==> config.mk <==
export PLATFORM = sky130hd
export DESIGN_NAME = exu_alu_wb_pipe
export DESIGN_NICKNAME = d
export VERILOG_FILES = /design/src/rtl/exu_alu_wb_pipe.sv
export SDC_FILE = /design/constraint.sdc
export NUM_CORES = 1
export LEC_CHECK = 0
export ABC_AREA = 1
export CORE_ASPECT_RATIO = 1.2
export CORE_UTILIZATION = 54
export CTS_CLUSTER_DIAMETER = 100
export DETAILED_ROUTE_END_ITERATION = 6
export PLACE_DENSITY_LB_ADDON = 0.3
export SYNTH_ARGS = -nofsm -noshare
export SYNTH_HDL_FRONTEND = slang
export SYNTH_SLANG_ARGS = --single-unit
==> constraint.sdc <==
create_clock -name clk -period 10.4 [get_ports clk]
set_clock_uncertainty 0.1 [all_clocks]
set_input_delay 2.08 -clock clk [delete_from_list [all_inputs] [get_ports clk]]
set_output_delay 2.08 -clock clk [all_outputs]
set_load 0.005 [all_outputs]
==> src/rtl/exu_alu_wb_pipe.sv <==
// Result writeback pipe: stages ALU results to the integer regfile write port, forwards youngest match, registers branch flush.
// Latency: DEPTH unfrozen cycles from valid_in to wb_valid; forwarding/wb outputs are combinational from stage flops.
// Backpressure: freeze holds every stage (+1 cycle each); flush_lower kills all stages. Build option RESULT_CLEAR_EN zeroes dead data.
module exu_alu_wb_pipe #(
  parameter int DEPTH = 3
) (
  input  logic        clk,
  input  logic        rst_l,
  input  logic        freeze,
  input  logic        flush_lower,
  input  logic        valid_in,
  input  logic [31:0] result_in,
  input  logic [4:0]  rd_in,
  input  logic        rd_wen_in,
  input  logic        flush_upper_in,
  input  logic [30:0] flush_path_in,
  input  logic [4:0]  rs1_addr,
  input  logic [4:0]  rs2_addr,
  output logic        fwd_rs1_hit,
  output logic [31:0] fwd_rs1_data,
  output logic        fwd_rs2_hit,
  output logic [31:0] fwd_rs2_data,
  output logic        wb_valid,
  output logic [4:0]  wb_rd,
  output logic [31:0] wb_data,
  output logic        flush_upper_ff,
  output logic [30:0] flush_path_ff,
  output logic [2:0]  inflight
);

`ifdef RESULT_CLEAR_EN
  // Dead stages and unqualified outputs carry zeros, never stale results.
  localparam bit ClearEn = 1'b1;
`else
  localparam bit ClearEn = 1'b0;
`endif

  typedef struct packed {
    logic        vld;
    logic [4:0]  rd;
    logic [31:0] dat;
  } stage_t;

  // stg_q[0] is the youngest result, stg_q[DEPTH-1] feeds writeback.
  stage_t stg_q [DEPTH];
  stage_t s0_nxt;

  // Next s0 contents: writes to x0 or non-writing instructions become bubbles.
  always_comb begin
    s0_nxt.vld = valid_in & rd_wen_in & (rd_in != 5'd0);
    s0_nxt.rd  = rd_in;
    s0_nxt.dat = result_in;
    if (ClearEn && !s0_nxt.vld) begin
      s0_nxt.rd  = '0;
      s0_nxt.dat = '0;
    end
  end

  // Stage shift register: reset clears, flush_lower kills valids even when frozen, freeze holds.
  always_ff @(posedge clk) begin
    if (!rst_l) begin
      for (int k = 0; k < DEPTH; k++) begin
        stg_q[k] <= '0;
      end
    end else if (flush_lower) begin
      for (int k = 0; k < DEPTH; k++) begin
        stg_q[k].vld <= 1'b0;
        if (ClearEn) begin
          stg_q[k].rd  <= '0;
          stg_q[k].dat <= '0;
        end
      end
    end else if (!freeze) begin
      stg_q[0] <= s0_nxt;
      for (int k = 1; k < DEPTH; k++) begin
        stg_q[k] <= stg_q[k-1];
      end
    end
  end

  // Branch flush register: one-cycle pulse to next-PC logic, path held until the next taken flush.
  always_ff @(posedge clk) begin
    if (!rst_l) begin
      flush_upper_ff <= 1'b0;
      flush_path_ff  <= '0;
    end else begin
      if (!freeze) begin
        flush_upper_ff <= flush_upper_in & valid_in & ~flush_lower;
      end
      if (flush_upper_in && valid_in && !freeze) begin
        flush_path_ff <= flush_path_in;
      end
    end
  end

  // Forwarding: scan oldest to youngest so the youngest matching stage overrides.
  always_comb begin
    fwd_rs1_hit  = 1'b0;
    fwd_rs1_data = '0;
    fwd_rs2_hit  = 1'b0;
    fwd_rs2_data = '0;
    for (int k = DEPTH - 1; k >= 0; k--) begin
      if (stg_q[k].vld && (stg_q[k].rd == rs1_addr) && (rs1_addr != 5'd0)) begin
        fwd_rs1_hit  = 1'b1;
        fwd_rs1_data = stg_q[k].dat;
      end
      if (stg_q[k].vld && (stg_q[k].rd == rs2_addr) && (rs2_addr != 5'd0)) begin
        fwd_rs2_hit  = 1'b1;
        fwd_rs2_data = stg_q[k].dat;
      end
    end
  end

  // Population count of live stages.
  always_comb begin
    inflight = '0;
    for (int k = 0; k < DEPTH; k++) begin
      inflight = inflight + {2'b00, stg_q[k].vld};
    end
  end

  // Writeback from the last stage; a frozen or flushed cycle must not strobe the regfile.
  assign wb_valid = stg_q[DEPTH-1].vld & ~freeze & ~flush_lower;
  assign wb_rd    = stg_q[DEPTH-1].rd;
  assign wb_data  = (ClearEn && !wb_valid) ? 32'd0 : stg_q[DEPTH-1].dat;

endmodule

* Yosys cells after proc, flatten, opt, wreduce, memory -nomap -nowiden
Memory sizes are Yosys's and may differ from the RTL's.
Cells that the tools add are included.
** Cells by class
- Add/subtract/negate cells :: 2
- Eq/ne operators :: 6
- Multiplexer cells :: 29
- Bitwise operators :: 17
- Reduce and logical (&&, ||, !) cells :: 18
** Operators by type and width (count)
- 32-bit 2-to-1 mux :: 6
- 37-bit 2-to-1 mux :: 3
- 5-bit equality test :: 6
- 1-bit 2-to-1 mux :: 20
- 5-bit nonzero test :: 3
- 1-bit logical AND :: 14
- 1-bit bitwise OR :: 9
- 1-bit bitwise AND :: 6
- 2-bit by 1-bit adder with 3-bit output :: 1
- 1-bit by 1-bit adder with 2-bit output :: 1
- 1-bit NOT :: 2
- 1-bit logical NOT :: 1
** Storage, ports and cells
- Bits in registers :: 32
- Bits in writable memories :: 114
- Bits of input ports :: 85
- Output and inout port bits :: 139
- Logic and storage cells :: 75
- Memories kept :: 1
** Memory list
- stg_q :: depth 3, width 38, read ports 3, clocked after Yosys merged registers in 0, write ports 3, line 45 : stage_t stg_q [DEPTH];

* Depth between registers and ports, before layout
An unclocked memory read counts as a cell.
- Depth in word-level cells :: 7
- Gate-level depth with buffers :: 12
- Gate-level depth less buffers :: 11

* Least setup slack after synthesis
Ideal clock, no wire load.
- Path type :: input to register
- From :: input rst_l
- To :: memory stg_q[0][0] (netlist name), enable pin
- Setup time :: 0.474 ns
- Data arrival time :: 5.112 ns
- Data required time :: 9.826 ns
- Setup slack :: 4.715 ns
- Cell stages on the path :: 6
- Path buffers :: 2
- Cell sequence :: inv_1 -> nor2_1 -> nand2_1 -> buf_2 -> buf_2 -> nand2_1
** RTL lines
- from (decl) :: line 8 : input logic rst_l,
- to (decl) :: line 45

* Worst setup path after layout
- From :: input rs1_addr[2]
- To :: output fwd_rs1_data[14]
** On the way
- Longest elaborated chain between the ends :: 6
- Elaborated cells on any way between the ends :: 13
- Classes of those cells :: 3 x eq/ne; 3 x mux; 7 x reduce/logical
** RTL lines
- from (decl) :: line 17 : input logic [4:0] rs1_addr,
- 5-bit equality test :: line 103 : if (stg_q[k].vld && (stg_q[k].rd == rs1_addr) && (rs1_addr != 5'd0)) begin
- 1-bit logical AND (2 in a row) :: line 103
- 32-bit 2-to-1 mux (2 in a row) :: line 103
- 32-bit 2-to-1 mux * :: line 103
- to (decl) :: line 20 : output logic [31:0] fwd_rs1_data,
Mark *: on every way between the ends. The rest lies on a longest branch, timed or not.

==> metrics.txt <==
run status=finished, final reports clean; fill cell instance count of the final layout=1298; number of buffers on the longest clock path=2; number of non-filler instances in the completed layout=1577; peak per-stage delay on the critical path=0.73 ns; Register-to-Register Path Depth=2; Final Cycle Share=between 70% and 80%; FMAX=between 100 and 150 MHz; worst relative slew slack=a little over a third; leading cell type in the layout, fill and taps excluded=sky130_fd_sc_hd__nand2_1; core region area=~16000 um^2; clk root buf=sky130_fd_sc_hd__clkbuf_16; count of pins over their slew limit=0; WS Path Type=in2out; nets in the synthesized netlist=between 1000 and 1500; number of DRC markers after the initial detailed-route iteration=684; final RePlAce weighted congestion=roughly 0.90; critical path capture point type=output port; chip width=119 um; Area after DPL=approximately 11000 um^2; First-pass DRT Iterations=6; post-layout net count=about 1400; Max VDD drop=~110 uV; required time of the worst setup path=8.22 ns; Leak Pwr=~0.0054 uW; total wire length=approximately 24000 um; Post-Syn Area=between 8000 and 9000 um^2; per-cell routed wire length=between 10 and 15 um; num ports=between 200 and 250; count of flip-flops with a built-in enable after synthesis=~110; reported max-cap violation count=0; capturing instance or port of the critical path=fwd_rs1_data[14]; Site Rows=50; most instantiated flip-flop cell in the synthesis netlist=sky130_fd_sc_hd__edfxtp_1; # clock sinks=~150; CTS hold repair buffers=0; register bit count reported by yosys=between 100 and 150; part of the Yosys area used for sequential elements=46.2%; RSZ-0062 raised after global routing=no; endpoints failing setup=0; multi-input combinational cell area=3320 um^2; detailed-route DRC error count=0; arrival time at the worst endpoint=5.11 ns; final-layout setup total negative slack=0 ns; routed vias=around 8100; H-tree Lvls=4; final period demand of the worst path=~7.3 ns; post-synthesis cell type count=30; layout cells sized above 1=about 5%; number of hold-slack violations in the final timing report=0; cell at the slowest stage of the critical path=sky130_fd_sc_hd__inv_2; number of antenna violations at the first check in global routing=0; total global-route track usage=28.5%; share of flip-flops with an asynchronous set or reset=0%; launch instance of the worst register-to-register path=stg_q[0][34]; Setup Fix Bufs, Post-CTS=0; post-CTS sizing=0; vertical die dimension=approximately 140 um; mean area per synthesized cell=approximately 7.3 um^2; kind of start point of the critical path=primary input; cells after synthesis=1213; total half-perimeter wirelength after legalization and detailed placement=15300 um; clock tree from TritonCTS=built; r2r setup slk=9.37 ns; detail-routed via count per cell=5.13; area of the die=16800 um^2; number of global-route vias before repair=7687; clock latency on the worst-skew pair=0.42 ns; Inserted Diodes=0; measured slew at the worst slew-check pin=approximately 0.96 ns; growth of design area from synthesis to finish=28.3%; overall overflow remaining after global route=0; initial standard-cell utilization of the core=~56%; clock transition time at the flip-flop clock pins of the worst setup and hold paths=around 0.060 ns; power density over the cells=135 nW/um^2; startpoint of the most critical setup path=rs1_addr[2]; DRT antenna net count=0; largest net degree at the start of global routing=86; area of all sequential standard cells=about 4100 um^2; dpl cells=1545; number of CTS-inserted buffers=17; Port Buffer Count=roughly 220; global-route wire length before repair=between 30000 and 40000 um; top library cells by usage in the layout, fill and taps aside=sky130_fd_sc_hd__nand2_1, sky130_fd_sc_hd__clkdlybuf4s50_1, sky130_fd_sc_hd__nor2_1; warning count from the yosys run=0; post-layout instance area=11300 um^2; min-delay worst type=reg2reg; endpoint of the most critical register-to-register path=stg_q[0][72]; series of cell instances along the critical path=clkdlybuf4s50_1 -> inv_2 -> nand3_2 -> nor2_4 -> nor2_1 -> nand2_2 -> inv_2 -> nand2_1 -> nand2_1 -> clkdlybuf4s50_1; maximum fanout along the worst path=34
layout make-up:
class | count | area share, %
multi-input combinational | 768 | 29.4
sequential | 146 | 36.0
inverter | 198 | 6.58
clock buffer | 29 | 5.65
timing repair buffer | 225 | 19.9
tap | 208 | 2.31
clock inverter | 3 | 0.144
sequential cells by signal (all words and copies together), names as in the netlist:
register and count:
stg_q 114, flush_upper_ff 1, flush_path_ff 31
logic make-up after synthesis:
kind of cell / count (synthesis) / synth area share, %
AND/OR/NAND/NOR: 719 / 34.1
buffers and inverters: 299 / 16.3
flip-flops: 146 / 46.2
AO/OA/AOI/OAI: 43 / 2.74
XOR/XNOR: 4 / 0.398
adder cells (fa/ha/maj): 1 / 0.228
other: 1 / 0.0426
synthesized netlist by cell type (all sizes together), types with 6 or more instances:
| cell | n | area [um^2] |
|---|---|---|
| clkinv | 6 | 22.5 |
| a21oi | 6 | 37.5 |
| edfxtp | 114 | 3420 |
| inv | 192 | 721 |
| nand3 | 135 | 691 |
| clkbuf | 14 | 52.6 |
| nand2 | 388 | 1480 |
| o21ai | 31 | 155 |
| nor2 | 190 | 787 |
| buf | 87 | 642 |
| dfxtp | 32 | 641 |
worst max-delay path: cells and delay by family:
kind / cells / cell delay, ns
buffers and inverters: 4 / 1.93
AND/OR/NAND/NOR: 6 / 1.07
worst min-delay path by stage:
stage	from	slack, ns	endpoint	depth (start not counted)
final	flush_path_ff[4]	0.38	flush_path_ff[4]	2
after detailed placement	flush_path_ff[4]	0.37	flush_path_ff[4]	2
after floorplan	flush_path_ff[0]	0.38	flush_path_ff[0]	2
after global routing	flush_path_ff[9]	0.41	flush_path_ff[9]	2
after global placement	flush_path_ff[17]	0.36	flush_path_ff[17]	2
after CTS	flush_path_ff[4]	0.38	flush_path_ff[4]	2
metal layers:
layer  vias up  part of all wire (%)  global-route usage, %
met5         -                     0                      0
met3        68                   9.2                   7.92
met4         0                   3.2                   15.0
met2       439                    50                   50.5
met1      3618                    37                   31.1
li1       3961                     -                      -
power by group:
part / internal [uW] / leakage (uW) / switching (uW) / total (uW)
clock: 417 / 0.000325 / 236 / 653
sequential: 667 / 0.00144 / 26.0 / 693
combinational: 80.0 / 0.00363 / 92.8 / 173
total: 1160 / 0.00539 / 355 / 1520
metrics by stage:
stage / hold slack, ns / utilization [%] / setup slack [ns] / power [uW]
2_1_floorplan: 0.380 / - / 4.71 / 794
3_3_place_gp: 0.361 / 67.5 / 3.19 / 873
3_5_place_dp: 0.371 / 67.5 / 3.16 / 876
4_1_cts: 0.384 / 71.6 / 3.14 / 1520
5_1_grt: 0.405 / 71.6 / 2.94 / 1570
6_report: 0.379 / 71.6 / 3.11 / 1520
Power figures use the tool's default switching activity.
